[src/rtl/serial_adder.sv]
// Bit-serial adder: one full_adder_nand cell processes one operand bit pair per clock, LSB first,
// with the carry held in a flip-flop. start/busy/done handshake around a three-state FSM.

module full_adder_nand (
    input  logic a,
    input  logic b,
    input  logic carry_in,
    output logic sum,
    output logic carry_out
);
    logic n1, n2, n3, x1, n4, n5, n6;

    // Classic nine-NAND full adder: first four gates form a XOR b, next four XOR in the carry.
    assign n1        = ~(a & b);
    assign n2        = ~(a & n1);
    assign n3        = ~(b & n1);
    assign x1        = ~(n2 & n3);
    assign n4        = ~(x1 & carry_in);
    assign n5        = ~(x1 & n4);
    assign n6        = ~(carry_in & n4);
    assign sum       = ~(n5 & n6);
    assign carry_out = ~(n4 & n1);
endmodule

module serial_adder #(
    parameter int unsigned WIDTH = 8
) (
    input  logic             clk,
    input  logic             rst,
    input  logic             start,
    input  logic [WIDTH-1:0] a_in,
    input  logic [WIDTH-1:0] b_in,
    input  logic             carry_in,
    output logic             busy,
    output logic             done,
    output logic [WIDTH-1:0] sum_out,
    output logic             carry_out
);
    localparam int unsigned CntW = (WIDTH > 1) ? $clog2(WIDTH) : 1;

    typedef enum logic [1:0] {StIdle, StRun, StDone} state_t;

    state_t           state_q, state_d;
    logic [WIDTH-1:0] sa_q, sb_q, sr_q, sum_q;
    logic             c_q, carry_q;
    logic [CntW-1:0]  cnt_q;
    logic             cell_sum, cell_carry;
    logic             last_bit;

    full_adder_nand u_cell (
        .a         (sa_q[0]),
        .b         (sb_q[0]),
        .carry_in  (c_q),
        .sum       (cell_sum),
        .carry_out (cell_carry)
    );

    assign last_bit = (cnt_q == CntW'(WIDTH - 1));

    always_comb begin
        state_d = state_q;
        unique case (state_q)
            StIdle:  if (start) state_d = StRun;
            StRun:   if (last_bit) state_d = StDone;
            StDone:  state_d = StIdle;
            default: state_d = StIdle;
        endcase
    end

    always_ff @(posedge clk or posedge rst) begin
        if (rst) begin
            state_q <= StIdle;
        end else begin
            state_q <= state_d;
        end
    end

    always_ff @(posedge clk or posedge rst) begin
        if (rst) begin
            sa_q    <= '0;
            sb_q    <= '0;
            sr_q    <= '0;
            c_q     <= 1'b0;
            cnt_q   <= '0;
            sum_q   <= '0;
            carry_q <= 1'b0;
        end else if (state_q == StIdle && start) begin
            sa_q  <= a_in;
            sb_q  <= b_in;
            c_q   <= carry_in;
            cnt_q <= '0;
        end else if (state_q == StRun) begin
            sr_q  <= {cell_sum, sr_q[WIDTH-1:1]};
            c_q   <= cell_carry;
            sa_q  <= sa_q >> 1;
            sb_q  <= sb_q >> 1;
            cnt_q <= cnt_q + CntW'(1);
            // Result registers update only on the final bit so they stay stable through RUN.
            if (last_bit) begin
                sum_q   <= {cell_sum, sr_q[WIDTH-1:1]};
                carry_q <= cell_carry;
            end
        end
    end

    assign busy      = (state_q == StRun);
    assign done      = (state_q == StDone);
    assign sum_out   = sum_q;
    assign carry_out = carry_q;
endmodule

[config.mk]
export PLATFORM = sky130hd
export DESIGN_NAME = serial_adder
export DESIGN_NICKNAME = d
export VERILOG_FILES = /design/src/rtl/serial_adder.sv
export SDC_FILE = /design/constraint.sdc
export NUM_CORES = 1
export LEC_CHECK = 0
export CAP_MARGIN = 25
export CORE_MARGIN = 2
export CORE_UTILIZATION = 55
export DETAILED_ROUTE_END_ITERATION = 16
export PLACE_DENSITY_LB_ADDON = 0.12
export SYNTH_ARGS = -nofsm -noshare
export SYNTH_HDL_FRONTEND = slang
export SYNTH_SLANG_ARGS = --single-unit
[constraint.sdc]
create_clock -name clk -period 1.98 [get_ports clk]
set_input_delay 0.396 -clock clk [delete_from_list [all_inputs] [get_ports clk]]
set_output_delay 0.396 -clock clk [all_outputs]
set_load 0.05 [all_outputs]
== After elaboration in Yosys (flattened, before gate mapping) ==
Cells that the tools add are included.
W data, S select, Z words.

* Register bits: 39
* Bits of input ports: 20
* Output and inout bits: 11
* Logic and storage cells: 50

* Add/subtract/negate cells: 1
* Equal/unequal tests: 5
* Multiplexer cells: 11
* Bitwise logic cells: 19
* Reduce and logical (&&, ||, !) cells: 6

{| class="wikitable"
|+ Operator list
! operator !! count
|-
| $mux W8 || 4
|-
| $not A1 Y1 || 10
|-
| $and A1 B1 Y1 || 9
|-
| $mux W3 || 2
|-
| $mux W2 || 2
|-
| $pmux W2 S2 || 1
|-
| $reduce_and A2 Y1 || 2
|-
| $add A3 B1 Y3 const B || 1
|-
| $eq A3 B3 Y1 const B || 1
|-
| $reduce_and A3 Y1 || 1
|-
| $eq A2 B1 Y1 const B || 1
|-
| $eq A2 B2 Y1 const B || 1
|-
| $logic_not A2 Y1 || 1
|-
| $mux W1 || 2
|-
| $ne A2 B1 Y1 const B || 1
|-
| $ne A2 B2 Y1 const B || 1
|-
| $reduce_bool A2 Y1 || 1
|-
| $logic_and A1 B1 Y1 || 1
|}

== Depth between registers and ports, before layout ==
* Depth after elaboration: 12
* Gate-level depth with buffers: 6
* Depth with buffers taken out: 4

== By module ==
From an unflattened synthesis, not the netlist that was laid out.

* Cell total of the unflattened synthesis: 160
* Area total of the unflattened synthesis: 1742.9 um2

{| class="wikitable"
|+ Modules (own cells, without submodules)
! module !! instances !! cells each !! area each (um2) !! sequential area each (um2)
|-
| serial_adder || 1 || 159 || 1722.9 || 950.9
|-
| full_adder_nand || 1 || 1 || 20.0 || 0.0
|}

== Least setup slack after synthesis ==
OpenSTA, ideal clock, no wires.

* Kind: register to output
* From: reg state_q[1]
* To: out done
* Arrival: 1398 ps
* Data required time: 1584 ps
* Slack: 186 ps
* Cell stages (with the launch flop): 4
* Buffers on the path: 1
* Cells stage by stage: dfrtp_1 clkinv_1 buf_2 nor2_1

* Word-level cells in the longest chain between the ends: 1

{| class="wikitable"
|+ Ends and longest elaborated chain
! what !! line !! text
|-
| start: declaration || 43 || <nowiki>state_t state_q, state_d;</nowiki>
|-
| start signal: assignment || 72 || <nowiki>state_q <= StIdle;</nowiki>
|-
| start signal: assignment || 74 || <nowiki>state_q <= state_d;</nowiki>
|-
| $eq A2 B2 Y1 || 107 || <nowiki>assign done = (state_q == StDone);</nowiki>
|-
| end: declaration || 35 || <nowiki>output logic done,</nowiki>
|}

No other way between the ends.

== Worst setup path in the final report ==
* From: reg carry_q, in the netlist carry_out
* To: out carry_out

{| class="wikitable"
|+ RTL lines
! what !! line !! text
|-
| start: declaration || 45 || <nowiki>logic c_q, carry_q;</nowiki>
|-
| start signal: assignment || 101 || <nowiki>carry_q <= cell_carry;</nowiki>
|-
| end: declaration || 37 || <nowiki>output logic carry_out</nowiki>
|}

No word-level cell between the ends.

==> out/metrics.csv <==
metric;value;unit
die width;60.0;µm
Syn Area/Cell;10.8;µm²
Core Footprint;3030;µm²
Die Y;60.0;µm
Crit path buffers/inverters;1;
Syn Nets;182;
VDD IR max;703;µV
routed vias/inst;5.65;
total track usage;22.2;%
Layout area overhead;22.9;%
setup bufs post-CTS;0;
clk root buf;clkbuf_4;
area share of xor/xnor cells in the synthesized design;0;%
final WL;3420;µm
sequential area share after synthesis;55.2;%
H-tree levels;2;
Initial DRC Count;68;
final-report setup violation count;0;
Crit Path Class;reg2out;
latest clock arrival within the worst-skew pair;340;ps
Fin. Hold Viols;0;
Data required, critical path;1580;ps
Die Footprint;3600;µm²
drt first pass iters;4;
post_cts resized;0;
Setup crit end kind;output port;
number of buffers created by CTS;5;
Synth Register Bits;38;
adder-cell share of the synthesized area;2.61;%
layout cell share with drive strength beyond 1;13.1;%
mux cell area share after synthesis;7.84;%
post-route antenna net violation count;0;
Hold Crit Class;in2async;
CP max stage delay;800;ps
Cell Pwr Density;1590;nW/µm²
Post-Syn Instances;159;
Synth Area in Simple Gates;17.5;%
Max-slew headroom;58.6;%
fin. max-slew vios;0;
cell family with most CP delay;buffers and inverters;
Final Cycle Share;96.2;%
vias in the first global route;1214;
initial antenna violation count;0;
Compound-Gate Fraction of Synth Area;11.5;%
Slew @ Worst Pin;621;ps
clock sinks;38;
synthesized cell area;1720;µm²
CTS tree;built;
Leak;0.944;nW
clock-pin slew on the worst setup and hold paths;100;ps
std cell rows;20;
Worst Path Arrival;1510;ps
first-pass GRT wire length;5690;µm
MaxCap Viol Count;0;
critical path peak fanout;2;
# IOs;31;
Fin Setup TNS;0;ps
Post-Route Utilization;70.0;%
total gr overflow;0;
Vias;1327;
Wirelength per Cell;14.5;µm
nets@finish;214;
Final min period;1900;ps
post-synth cell types;23;
RSZ-0062 raised after global routing;no;
Starting Density;56.9;%
CP startpoint kind;register;
clock tree buffer depth;2;
outcome;finished clean;
largest net degree at the start of global routing;39;
synth warn;0;
gpl congestion;0.790;
crit-path cells;clkdlybuf4s50_1;
final clock skew;6.85;ps
# diodes;0;
DRC;0;
final HPWL from detailed placement;2230;µm
slowest stage cell, crit path;clkdlybuf4s50_1;
Port-buffer cells;30;
hold-fix buffer count after cts;0;
main combinational cell family by area after synthesis;simple AND/OR/NAND/NOR gates;
Max Freq;525;MHz
## layer usage
| layer | GRT usage [%] | routed length (µm) |
|---|---|---|
| met1 | 31.1 | 1670 |
| met2 | 32.1 | 1540 |
| met3 | 7.14 | 146 |
| met4 | 8.57 | 55 |
| met5 | 0 | 0 |
## final timing paths
kind / from / to / slack [ps] / cells past startpoint
max in group asynchronous: rst / sr_q[7]$_DFFE_PP0P_ / 1180 / 3
min in group clk: sr_q[1]$_DFFE_PP0P_ / sr_q[1]$_DFFE_PP0P_ / 490 / 2
max: carry_out$_DFFE_PP0P_ / carry_out / 80 / 1
max reg2reg: state_q[1]$_DFFE_PP0P_ / sa_q[6]$_DFFE_PP0P_ / 450 / 3
min: rst / sum_out[7]$_DFFE_PP0P_ / 470 / 3
min reg2reg: sr_q[1]$_DFFE_PP0P_ / sr_q[1]$_DFFE_PP0P_ / 490 / 2
## synthesized netlist by cell type
cell type	number	area share (%)
o21ai_0	6	1.7
or2_2	1	0.36
clkbuf_1	2	0.44
inv_1	2	0.44
clkinv_1	1	0.22
buf_2	5	1.5
a21oi_1	1	0.29
nand2b_1	2	0.73
nand2_1	24	5.2
o22ai_1	15	5.4
o32ai_1	6	3.0
dfrtp_1	38	55
and2b_1	1	0.44
inv_8	1	0.65
nor2_1	8	1.7
fa_1	1	1.2
nand2_8	1	1.2
ha_1	2	1.5
mux2_4	9	7.8
a22o_1	2	1.0
buf_6	2	1.3
buf_4	2	0.87
nor3_1	27	7.8
## metrics by stage
stage          total power, mW  instance area (µm²)  cells  hold slack [ps]  setup WS, ps
4_1_cts                   3.40                 2120    235              482          45.3
3_3_place_gp              2.95                 2070    228              460           241
3_5_place_dp              3.03                 2070    228              471           108
5_1_grt                   3.63                 2120    235              510          8.41
2_1_floorplan             2.59                 1720    159              446           186
6_report                  3.37                 2120    235              473          75.3
## layout by cell type (no fill, tap or decap)
master | Yosys | layout
clkbuf_1 | 2 | 2
nor2_1 | 8 | 8
buf_12 | 0 | 2
a21oi_1 | 1 | 1
o22ai_1 | 15 | 15
or2_2 | 1 | 1
clkinv_1 | 1 | 1
and2b_1 | 1 | 1
buf_4 | 2 | 6
o32ai_1 | 6 | 6
a22o_1 | 2 | 2
dfrtp_1 | 38 | 38
nand2b_1 | 2 | 2
o21ai_0 | 6 | 6
fa_1 | 1 | 1
clkbuf_4 | 0 | 5
inv_1 | 2 | 2
inv_8 | 1 | 1
mux2_4 | 9 | 9
ha_1 | 2 | 2
nand2_8 | 1 | 1
clkdlybuf4s50_1 | 0 | 28
nor3_1 | 27 | 27
nand2_1 | 24 | 24
## worst min-delay path, delay by kind of cell
family | cells | cell delay (ps)
buffers and inverters | 3 | 870
## flip-flops by register name (all words and copies together) (netlist names)
signal,flops
c_q,1
sr_q,7
sb_q,8
sum_out,8
sa_q,8
carry_out,1
cnt_q,3
state_q,2
## power by group
| group | switching (mW) | leakage, nW | internal [mW] |
|---|---|---|---|
| clock | 0.232 | 0.0254 | 0.134 |
| combinational | 0.922 | 0.457 | 0.692 |
| sequential | 0.258 | 0.461 | 1.14 |
## layout make-up
class | instances | area (µm²)
Inverter | 4 | 22.5
Clock buffer | 7 | 45.0
Sequential cell | 38 | 951
Tap cell | 44 | 55.1
Multi-Input combinational cell | 106 | 681
Fill cell | 235 | 908
Timing Repair Buffer | 36 | 365
## kinds of logic (layout without fill, tap and decap cells)
logic type	Yosys count	in the layout
and+or+nand+nor	64	64
DFF	38	38
AOI/OAI and AO/OA	30	30
buffers and inverters	15	47
muxes	9	9
adders and majority gates	3	3
Note: power is estimated with default switching activity, not from simulation.
